`config.mk`:
```
export PLATFORM = sky130hd
export DESIGN_NAME = keypad_grid_capture
export DESIGN_NICKNAME = d
export VERILOG_FILES = /design/src/rtl/ox_pkg.sv /design/src/rtl/keypad_debounce.sv /design/src/rtl/keypad_grid_capture.sv
export SDC_FILE = /design/constraint.sdc
export NUM_CORES = 1
export LEC_CHECK = 0
export ABC_AREA = 1
export ABC_CLOCK_PERIOD_IN_PS = 3250
export BUFFER_PORTS_ARGS = -buffer_cell sky130_fd_sc_hd__buf_2
export CORE_AREA = 2 2 127 129
export CTS_BUF_LIST = sky130_fd_sc_hd__clkbuf_8
export DETAILED_ROUTE_END_ITERATION = 16
export DIE_AREA = 0 0 129 131
export PLACE_DENSITY = 0.47
export REMOVE_ABC_BUFFERS = 1
export SLEW_MARGIN = 40
export SYNTH_ARGS = -nofsm -noshare
export SYNTH_HDL_FRONTEND = slang
export SYNTH_SLANG_ARGS = --single-unit
```
`constraint.sdc`:
```
create_clock -name clk -period 3.25 [get_ports clk]
set_input_delay 0.325 -clock clk [delete_from_list [all_inputs] [get_ports clk]]
set_output_delay 0.325 -clock clk [all_outputs]
set_load 0.1 [all_outputs]
```
`src/rtl/ox_pkg.sv`:
```
// Shared definitions for the keypad front end of the O/X MLP classifier.
// Contents:
//   KEY_* : key indices on the 12-bit scanner bus (bits 0-8 are keys 1-9)
//   GRID_N : number of pixels in the 3x3 drawing grid
//   deb_state_e : debounce FSM states
//   is_onehot / onehot_to_idx : scanner code helpers
package ox_pkg;

  localparam int KEY_N    = 12;
  localparam int KEY_STAR = 9;
  localparam int KEY_ZERO = 10;
  localparam int KEY_HASH = 11;
  localparam int GRID_N   = 9;

  typedef enum logic [1:0] {
    IDLE = 2'd0,
    CAND = 2'd1,
    HELD = 2'd2
  } deb_state_e;

  function automatic logic is_onehot(input logic [KEY_N-1:0] code);
    return (code != '0) && ((code & (code - KEY_N'(1))) == '0);
  endfunction

  // Only meaningful for a one-hot code; for anything else it returns the
  // highest set bit (or 0).
  function automatic logic [3:0] onehot_to_idx(input logic [KEY_N-1:0] code);
    logic [3:0] idx;
    idx = '0;
    for (int i = 0; i < KEY_N; i++) begin
      if (code[i]) idx = 4'(i);
    end
    return idx;
  endfunction

endpackage

```
`src/rtl/keypad_debounce.sv`:
```
// Synchronises the scanner's code/valid pair, turns each valid rise into a
// single hit, rejects malformed codes and debounces presses.
// Ports:
//   clk, rst        : system clock, synchronous active-high reset
//   key_onehot[11:0]: scanner code (asynchronous to this logic's view)
//   key_valid       : scanner valid level, one pulse per scan while held
//   press           : combinational, high in the cycle the FSM enters HELD;
//                     the parent registers its action on the same edge
//   press_idx[3:0]  : index of the key being accepted (valid with press)
//   state           : current debounce state, for observation
module keypad_debounce
  import ox_pkg::*;
#(
  parameter int DEBOUNCE_HITS = 3,
  parameter int RELEASE_CYC   = 20000
) (
  input  logic             clk,
  input  logic             rst,
  input  logic [KEY_N-1:0] key_onehot,
  input  logic             key_valid,
  output logic             press,
  output logic [3:0]       press_idx,
  output deb_state_e       state
);

  localparam int SIL_W = $clog2(RELEASE_CYC + 1);
  localparam int HIT_W = (DEBOUNCE_HITS < 2) ? 1 : $clog2(DEBOUNCE_HITS + 1);
  localparam logic [SIL_W-1:0] SIL_MAX  = SIL_W'(RELEASE_CYC);
  localparam logic [HIT_W-1:0] HITS_MAX = HIT_W'(DEBOUNCE_HITS);

  logic             sync1_valid, sync2_valid, dly_valid;
  logic [KEY_N-1:0] sync1_code, sync2_code;

  deb_state_e       state_q, state_d;
  logic [KEY_N-1:0] code_q, code_d;
  logic [HIT_W-1:0] hits_q, hits_d, hits_inc;
  logic [SIL_W-1:0] sil_q, sil_d;

  logic hit, hit_ok;

  // The scanner holds its code across the valid pulse, so sampling the
  // synchronised bus in the rise cycle gives a settled code.
  assign hit      = sync2_valid & ~dly_valid;
  assign hit_ok   = hit & is_onehot(sync2_code);
  assign hits_inc = hits_q + HIT_W'(1);

  always_ff @(posedge clk) begin
    if (rst) begin
      sync1_valid <= 1'b0;
      sync2_valid <= 1'b0;
      dly_valid   <= 1'b0;
      sync1_code  <= '0;
      sync2_code  <= '0;
      state_q     <= IDLE;
      code_q      <= '0;
      hits_q      <= '0;
      sil_q       <= '0;
    end else begin
      sync1_valid <= key_valid;
      sync2_valid <= sync1_valid;
      dly_valid   <= sync2_valid;
      sync1_code  <= key_onehot;
      sync2_code  <= sync1_code;
      state_q     <= state_d;
      code_q      <= code_d;
      hits_q      <= hits_d;
      sil_q       <= sil_d;
    end
  end

  always_comb begin
    state_d = state_q;
    code_d  = code_q;
    hits_d  = hits_q;
    press   = 1'b0;
    // Silence counter saturates so a long idle period cannot wrap it.
    sil_d   = (sil_q == SIL_MAX) ? sil_q : sil_q + SIL_W'(1);
    if (hit_ok) sil_d = '0;

    unique case (state_q)
      IDLE: begin
        if (hit_ok) begin
          code_d = sync2_code;
          hits_d = HIT_W'(1);
          if (DEBOUNCE_HITS <= 1) begin
            state_d = HELD;
            press   = 1'b1;
          end else begin
            state_d = CAND;
          end
        end
      end
      CAND: begin
        if (hit_ok) begin
          if (sync2_code == code_q) begin
            hits_d = hits_inc;
            if (hits_inc == HITS_MAX) begin
              state_d = HELD;
              press   = 1'b1;
            end
          end else begin
            // A different key restarts the count on the new code.
            code_d = sync2_code;
            hits_d = HIT_W'(1);
          end
        end else if (sil_q == SIL_MAX) begin
          state_d = IDLE;
        end
      end
      HELD: begin
        // Any valid hit keeps the key held (sil_d cleared above); no repeats.
        if (!hit_ok && sil_q == SIL_MAX) state_d = IDLE;
      end
      default: state_d = IDLE;
    endcase
  end

  assign press_idx = onehot_to_idx(code_d);
  assign state     = state_q;

endmodule

```
`src/rtl/keypad_grid_capture.sv`:
```
// Turns debounced keypad presses into a 3x3 binary drawing grid and submits
// snapshots of it to the MLP input stage.
// Ports:
//   clk, rst         : system clock, synchronous active-high reset
//   key_onehot[11:0] : scanner code (bits 0-8 keys 1-9, 9 '*', 10 '0', 11 '#')
//   key_valid        : scanner valid level
//   grid[8:0]        : live pixel grid, bit n is key n+1, row-major
//   key_event        : one-cycle pulse per accepted press
//   key_code[3:0]    : index of the last accepted key
//   frame_valid      : submitted frame pending
//   frame_data[8:0]  : grid snapshot, stable while frame_valid is high
//   frame_ready      : downstream accepts the frame
//   debug_state      : debounce FSM state, for observation
// Frame handshake: a transfer completes on any edge where frame_valid and
// frame_ready are both high; frame_valid then drops and frame_data may change
// only while frame_valid is low. frame_ready with no frame pending is ignored.
module keypad_grid_capture
  import ox_pkg::*;
#(
  parameter int DEBOUNCE_HITS = 3,
  parameter int RELEASE_CYC   = 20000
) (
  input  logic              clk,
  input  logic              rst,
  input  logic [KEY_N-1:0]  key_onehot,
  input  logic              key_valid,
  output logic [GRID_N-1:0] grid,
  output logic              key_event,
  output logic [3:0]        key_code,
  output logic              frame_valid,
  output logic [GRID_N-1:0] frame_data,
  input  logic              frame_ready,
  output deb_state_e        debug_state
);

  logic              press;
  logic [3:0]        press_idx;
  logic [GRID_N-1:0] toggle_mask;

  keypad_debounce #(
    .DEBOUNCE_HITS(DEBOUNCE_HITS),
    .RELEASE_CYC  (RELEASE_CYC)
  ) u_debounce (
    .clk       (clk),
    .rst       (rst),
    .key_onehot(key_onehot),
    .key_valid (key_valid),
    .press     (press),
    .press_idx (press_idx),
    .state     (debug_state)
  );

  // Zero for '*', '0' and '#', so XORing it leaves the grid alone.
  always_comb begin
    toggle_mask = '0;
    if (press_idx < 4'(GRID_N)) toggle_mask[press_idx] = 1'b1;
  end

  always_ff @(posedge clk) begin
    if (rst) begin
      grid        <= '0;
      key_event   <= 1'b0;
      key_code    <= '0;
      frame_valid <= 1'b0;
      frame_data  <= '0;
    end else begin
      key_event <= press;
      if (press) begin
        key_code <= press_idx;
        if (press_idx == 4'(KEY_STAR)) grid <= '0;
        else                           grid <= grid ^ toggle_mask;
      end
      // A completing handshake wins over a '#' in the same cycle.
      if (frame_valid && frame_ready) begin
        frame_valid <= 1'b0;
      end else if (press && press_idx == 4'(KEY_HASH) && !frame_valid) begin
        frame_valid <= 1'b1;
        frame_data  <= grid;
      end
    end
  end

endmodule

```
Word-level counts from Yosys, hierarchy flattened
Index checks and enable logic that the tools add are counted.
W data, S select, Z words.
Word-level totals
  input bits: 16
  output and inout bits: 26
  logic and storage cells: 92
  register bits after elaboration: 82
Cells by class
  eq/ne operators: 14
  add/subtract/negate cells: 3
  reductions and logical operators: 18
  magnitude comparators: 3
  bitwise operators: 6
  multiplexer cells: 33
Operators with widths (number)
  $mux W12: 3
  $pmux W12 S2: 1
  $mux W2: 10
  $mux W9: 2
  $mux W4: 4
  $add A15 B1 Y15 const B: 1
  $eq A15 B15 Y1 const B: 1
  $and A12 B12 Y12: 1
  $eq A12 B12 Y1: 1
  $logic_not A12 Y1: 1
  $mux W3: 4
  $reduce_bool A12 Y1: 1
  $sub A12 B1 Y12 const B: 1
  $xor A9 B9 Y9: 1
  $eq A4 B4 Y1 const B: 2
  $logic_and A1 B1 Y1: 6
  $mux W1: 6
  $ne A2 B1 Y1 const B: 3
  $ne A3 B3 Y1 const B: 2
  $pmux W2 S3: 1
  $lt A4 B5 Y1 const B: 1
  $reduce_and A5 Y1: 1
  $demux W1 S4: 1
  $eq A2 B2 Y1 const B: 2
  16 further kinds: 20

Depth between registers and ports, before layout
  depth in word-level cells: 25
  gate-level depth with buffers: 27
  mapped depth without buffers: 26

By module
Synthesis repeated with hierarchy kept, for this count alone.
Unflattened totals
  cells, all modules: 553
  area, all modules: 3865.0 um^2
Modules (own cells, without submodules)
  keypad_debounce: sequential area each 1161.1 um^2, area each 2831.5 um^2, instances 1, cells an instance 408
  keypad_grid_capture: sequential area each 480.5 um^2, area each 1033.5 um^2, instances 1, cells an instance 145

Worst setup path before layout
No wires, ideal clock.
  path type: register to register
  from: register u_debounce.state_q[0] (netlist: u_debounce.state[0])
  to: register grid[5]
  setup time: 122 ps
  buffers on the path: 0
  clock period less this slack: 2744 ps
  stages on the path, launching flop included: 14
  data required time: 3128 ps
  arrival time: 2622 ps
  setup slack: 506 ps
  cell sequence: dfxtp_1 > inv_1 > nor2_1 > inv_1 > nor2_1 > inv_1 > nor2_1 > nand2_1 > inv_1 > nand2_2 > nor2_1 > nand3_1 > o21ai_1 > a21oi_1
On the way
  word-level cells in the longest chain between the ends: 20
  elaborated cells between the ends (all ways): 25
  classes of those cells: order compare: 3; eq/ne: 2; mux: 17; bitwise: 1; reduce/logical: 2
RTL lines
  start: declaration: RTL line keypad_debounce.sv:34  | deb_state_e state_q, state_d;
  start signal: assignment: RTL line keypad_debounce.sv:64  | state_q <= state_d;
  $eq A2 B1 Y1 or $logic_not A2 Y1 (tied branches): RTL line keypad_debounce.sv:80  | unique case (state_q)
  $pmux W12 S2: RTL line keypad_debounce.sv:80
  $mux W1: RTL line ox_pkg.sv:31  | if (code[i]) idx = 4'(i);
  $mux W2 (2 in a row): RTL line ox_pkg.sv:31
  $mux W3 (4 in a row): RTL line ox_pkg.sv:31
  $mux W4 (4 in a row): RTL line ox_pkg.sv:31
  $lt A4 B5 Y1 (implied by the code) or $ge A4 B1 Y1 (tied branches): RTL line keypad_grid_capture.sv:56  | if (press_idx < 4'(GRID_N)) toggle_mask[press_idx] = 1'b1;
  $logic_and A1 B1 Y1 (implied by the code): RTL line keypad_grid_capture.sv:56
  $mux W1 (implied by the code): RTL line keypad_grid_capture.sv:56
  $demux W1 S4: RTL line keypad_grid_capture.sv:56
  $mux W9: RTL line keypad_grid_capture.sv:56
  $xor A9 B9 Y9: RTL line keypad_grid_capture.sv:71  | else grid <= grid ^ toggle_mask;
  $mux W9: RTL line keypad_grid_capture.sv:70  | if (press_idx == 4'(KEY_STAR)) grid <= '0;
  end signal: assignment: RTL line keypad_grid_capture.sv:71
  end: declaration: RTL line keypad_grid_capture.sv:27  | output logic [GRID_N-1:0] grid,
Several ways; a longest one is shown, not always the timed one.
A chain may end at the register's enable or synchronous reset.

Final worst setup path
  from: register u_debounce.sync2_code[4]
  to: register grid[5]
On the way
  word-level cells in the longest chain between the ends: 25
  elaborated cells between the ends (all ways): 35
  classes of those cells: add/sub: 1; order compare: 3; eq/ne: 2; mux: 22; bitwise: 3; reduce/logical: 4
RTL lines
  start: declaration: RTL line keypad_debounce.sv:32  | logic [KEY_N-1:0] sync1_code, sync2_code;
  start signal: assignment: RTL line keypad_debounce.sv:63  | sync2_code <= sync1_code;
  $sub A12 B1 Y12: RTL line ox_pkg.sv:22  | return (code != '0) && ((code & (code - KEY_N'(1))) == '0);
  $and A12 B12 Y12: RTL line ox_pkg.sv:22
  $logic_not A12 Y1: RTL line ox_pkg.sv:22
  $logic_and A1 B1 Y1: RTL line ox_pkg.sv:22
  $and A1 B1 Y1: RTL line keypad_debounce.sv:44  | assign hit_ok = hit & is_onehot(sync2_code);
  $mux W12 (on tied branches): RTL line keypad_debounce.sv:94, keypad_debounce.sv:82
  $pmux W12 S2: RTL line keypad_debounce.sv:80
  $mux W1: RTL line ox_pkg.sv:31
  [6 not listed]
  $mux W4 (4 in a row): RTL line ox_pkg.sv:31
  $lt A4 B5 Y1 (implied by the code) or $ge A4 B1 Y1 (tied branches): RTL line keypad_grid_capture.sv:56
  $logic_and A1 B1 Y1 (implied by the code): RTL line keypad_grid_capture.sv:56
  $mux W1 (implied by the code): RTL line keypad_grid_capture.sv:56
  $demux W1 S4: RTL line keypad_grid_capture.sv:56
  $mux W9: RTL line keypad_grid_capture.sv:56
  $xor A9 B9 Y9: RTL line keypad_grid_capture.sv:71
  $mux W9: RTL line keypad_grid_capture.sv:70
Several ways; a longest one is shown, not always the timed one. The select of a mux whose other input is x is not followed.

==> summary.md <==
| Metric | Value |
|---|---|
| Post-Syn Instances | 545 |
| Final Hold Viols | 0 |
| Fin util | between 20% and 30% |
| Antenna violations before repair | 0 |
| Critical path peak fanout | 25 |
| Post-synth EDFFs | 0 |
| Met1 Use GR | between 10% and 20% |
| Pre-CTS WS | between 0.3 and 0.4 ns |
| Chip Width | 129 um |
| Worst path cell trace | nor2_1 -> nand2_1 -> o21ai_1 -> nand3_1 -> nor2_4 -> nand2_8 -> inv_1 -> nand2_1 -> nand2_1 -> nand2_1 -> nor2_1 -> nor2_1 -> inv_1 -> and2_2 -> nand2_2 -> a21oi_4 -> nand3_2 -> nand2_2 -> inv_2 -> o21ai_1 -> a21oi_1 |
| Pwr/cell area | 467.2 mW/mm^2 |
| Max incr delay on CP | approximately 0.38 ns |
| # rows | 46 |
| DRT antenna net count | 0 |
| GRT Util Overall | a little under an eighth |
| Die height | 131 um |
| DRT Pass-1 Iters | 4 |
| Outcome | finished clean |
| Cell count after placement | around 800 |
| Buffer levels on the longest clock path | 2 |
| Fin cells | 813 |
| Final setup margin | 0.4169 ns |
| Initial DRC count | around 230 |
| Setup Viol. Count Final | 0 |
| M3 GR Usage | around 2.5% |
| Skew final | 0.01396 ns |
| Largest net degree at the start of global routing | 55 |
| Vias post-DR | between 3000 and 4000 |
| Hold_buf cts | 0 |
| Slew Limit Fails | 0 |
| Num CTS Buffers | 9 |
| Buf+Inv Stages, Crit Path | 3 |
| Initial Util | 24.63% |
| H-tree Lvls | 3 |
| Top cells by area, synth | dfxtp_1, nand2_1, inv_1, nor2_1, a21oi_1 |
| Area grow syn2layout | 17.75% |
| Post-synth top cells | nand2_1, inv_1, nor2_1 |
| ANT cells | 0 |
| Avg Cell Area, Syn | around 7 um^2 |
| Clk root buf | clkbuf_8 |
| Final nets | around 610 |
| Crit path arrival time | 3.11 ns |
| CP endpoint kind | flop |
| Number of global-route vias before repair | ~3200 |
| Peak VDD IR | ~0.17 mV |
| Cell taking the most area after synthesis | dfxtp_1 |
| RSZ-0062 raised after global routing | no |
| FMAX | about 350 MHz |
| Hold Path Class | primary input to flop |
| # clock sinks | 82 |
| Clock transition at the registers of the reported paths | around 0.090 ns |
| Async set-reset flop share out of synthesis | 0% |
| First-pass GRT wire length | around 15000 um |
| Slowest CP cell | dfxtp_1 |
| Slew headroom | roughly 57% |
| Tot Pwr | ~2.1 mW |
| CTS tree | built |
| Tmin final | 2.833 ns |
| Routed vias/inst | roughly 4.2 |
| Synthesized area | about 0.0038 mm^2 |
| Leakage power | slightly above 2 nW |
| GR Overflow Total | 0 |
| Max-cap violations | 0 |
| Clock latency on the worst-skew pair | 0.38 ns |
| GRT met2 Usage | a little under a fifth |
| Warnings, synthesis | 0 |
| Layout cells sized above 1 | about 16% |
| DP Wirelength | between 6000 and 7000 um |
| CP delay by family, top | simple AND/OR/NAND/NOR gates |
| Yosys cell types | 40 |
| Share of the synthesized area in the top cell type | between 40 and 50% |
| Gp weighted congestion | between 0.8 and 0.9 |
| Sequential element share of the synthesized area | between 40 and 50% |
| Setup TNS | 0 ns |
| Worst-Margin Slew | 0.6417 ns |
| Top Usage Layer GRT | met2 |
| Fin crit share | between 80 and 90% |
| CORE AREA | 0.01560 mm^2 |
| Synth Register Bits | slightly above 80 |
| Crit-path most repeated cell | nand2_1 |
| Most frequent cell after synthesis | nand2_1 |
| WL final | between 8000 and 9000 um |
| Final-layout fill cell count | about 1700 |
| Ys flop type | dfxtp_1 |
| WP data required | around 3.5 ns |
| Crit path launch type | flop |
| Drt wl/cell | 11.06 um |
| DRC | 0 |
| IO buf count | 41 |
| Die Area | approximately 0.017 mm^2 |
| I/O Pins | 42 |
| Critical setup path kind | flop to flop |
==> cell usage in the layout (no fill, tap or decap), types with 2 or more instances in the layout <==
master / n
nor3b_1: 2
buf_4: 6
o21ai_1: 9
a21oi_4: 2
ha_1: 3
xnor2_1: 5
clkbuf_8: 11
o21ai_2: 2
clkinvlp_4: 2
o21a_1: 3
nand4_1: 7
o21bai_1: 3
buf_2: 41
o221ai_1: 2
nor3_1: 4
nor4_1: 4
nand2_1: 99
or2_2: 2
o211ai_1: 5
inv_1: 96
xor2_1: 9
nor2_2: 4
nor2_1: 94
a211oi_1: 2
o21ai_0: 9
nand3_1: 25
dfxtp_1: 82
nand2_2: 7
a21oi_2: 3
nor2_4: 4
inv_2: 3
a21oi_1: 35
==> where the power goes <==
part	total [mW]	leakage [nW]	internal [mW]	switching, mW
clock	0.772	0.103	0.393	0.379
combinational	0.288	1.25	0.100	0.187
sequential	1.05	0.667	1.03	0.0226
total	2.11	2.02	1.52	0.589
==> registers in the layout (all words and copies together) (netlist names) <==
name                    cells
u_debounce.sil_q           15
u_debounce.code_q          12
u_debounce.sync1_code      12
u_debounce.sync2_code      12
frame_data                  9
grid                        9
key_code                    4
u_debounce.hits_q           2
u_debounce.state            2
frame_valid                 1
key_event                   1
u_debounce.dly_valid        1
u_debounce.sync1_valid      1
u_debounce.sync2_valid      1
==> final timing paths <==
| check | startpoint | endpoint | slack [ns] | cells after the start |
|---|---|---|---|---|
| setup / recovery | u_debounce.sync2_code[4] | grid[5] | 0.42 | 21 |
| hold / removal | frame_ready | frame_valid | 0.13 | 2 |
| setup reg to reg | u_debounce.sync2_code[4] | grid[5] | 0.42 | 21 |
| hold reg to reg | u_debounce.sync1_code[8] | u_debounce.sync2_code[8] | 0.40 | 2 |
==> area by class of cell <==
class / instances / area [um^2] / area share (%)
Clock buffer: 11 / 151.4 / 3.347
Clock inverter: 5 / 53.80 / 1.189
Inverter: 99 / 371.6 / 8.216
Multi-Input combinational cell: 353 / 1784 / 39.45
Sequential cell: 82 / 1642 / 36.29
Tap cell: 216 / 270.3 / 5.975
Timing Repair Buffer: 47 / 250.2 / 5.533
==> through the flow <==
step | hold WS, ns | cell area [um^2]
floorplan | 0.3883 | 3782
global placement | 0.3919 | 4288
detailed placement | 0.3959 | 4288
CTS | 0.1110 | 4493
global route | 0.1325 | 4523
finish | 0.1345 | 4523
==> per-layer routing <==
metal,vias up,routed length [um]
li1,1791,-
met1,1521,4289
met2,54,4235
met3,13,276
met4,0,187
met5,-,0
==> kinds of logic after synthesis <==
logic type	share of synthesized area, %
AOI/OAI and AO/OA	12.05
and+or+nand+nor	29.84
buffers and inverters	11.20
adders and majority gates	0.9773
DFF	42.74
xor gates and xnor gates	3.192
==> repair_timing <==
action	CTS	global route
setup buffers	0	2
resized for setup	0	1
endpoints found under the setup margin	0	6
Power figures use the tool's default switching activity.
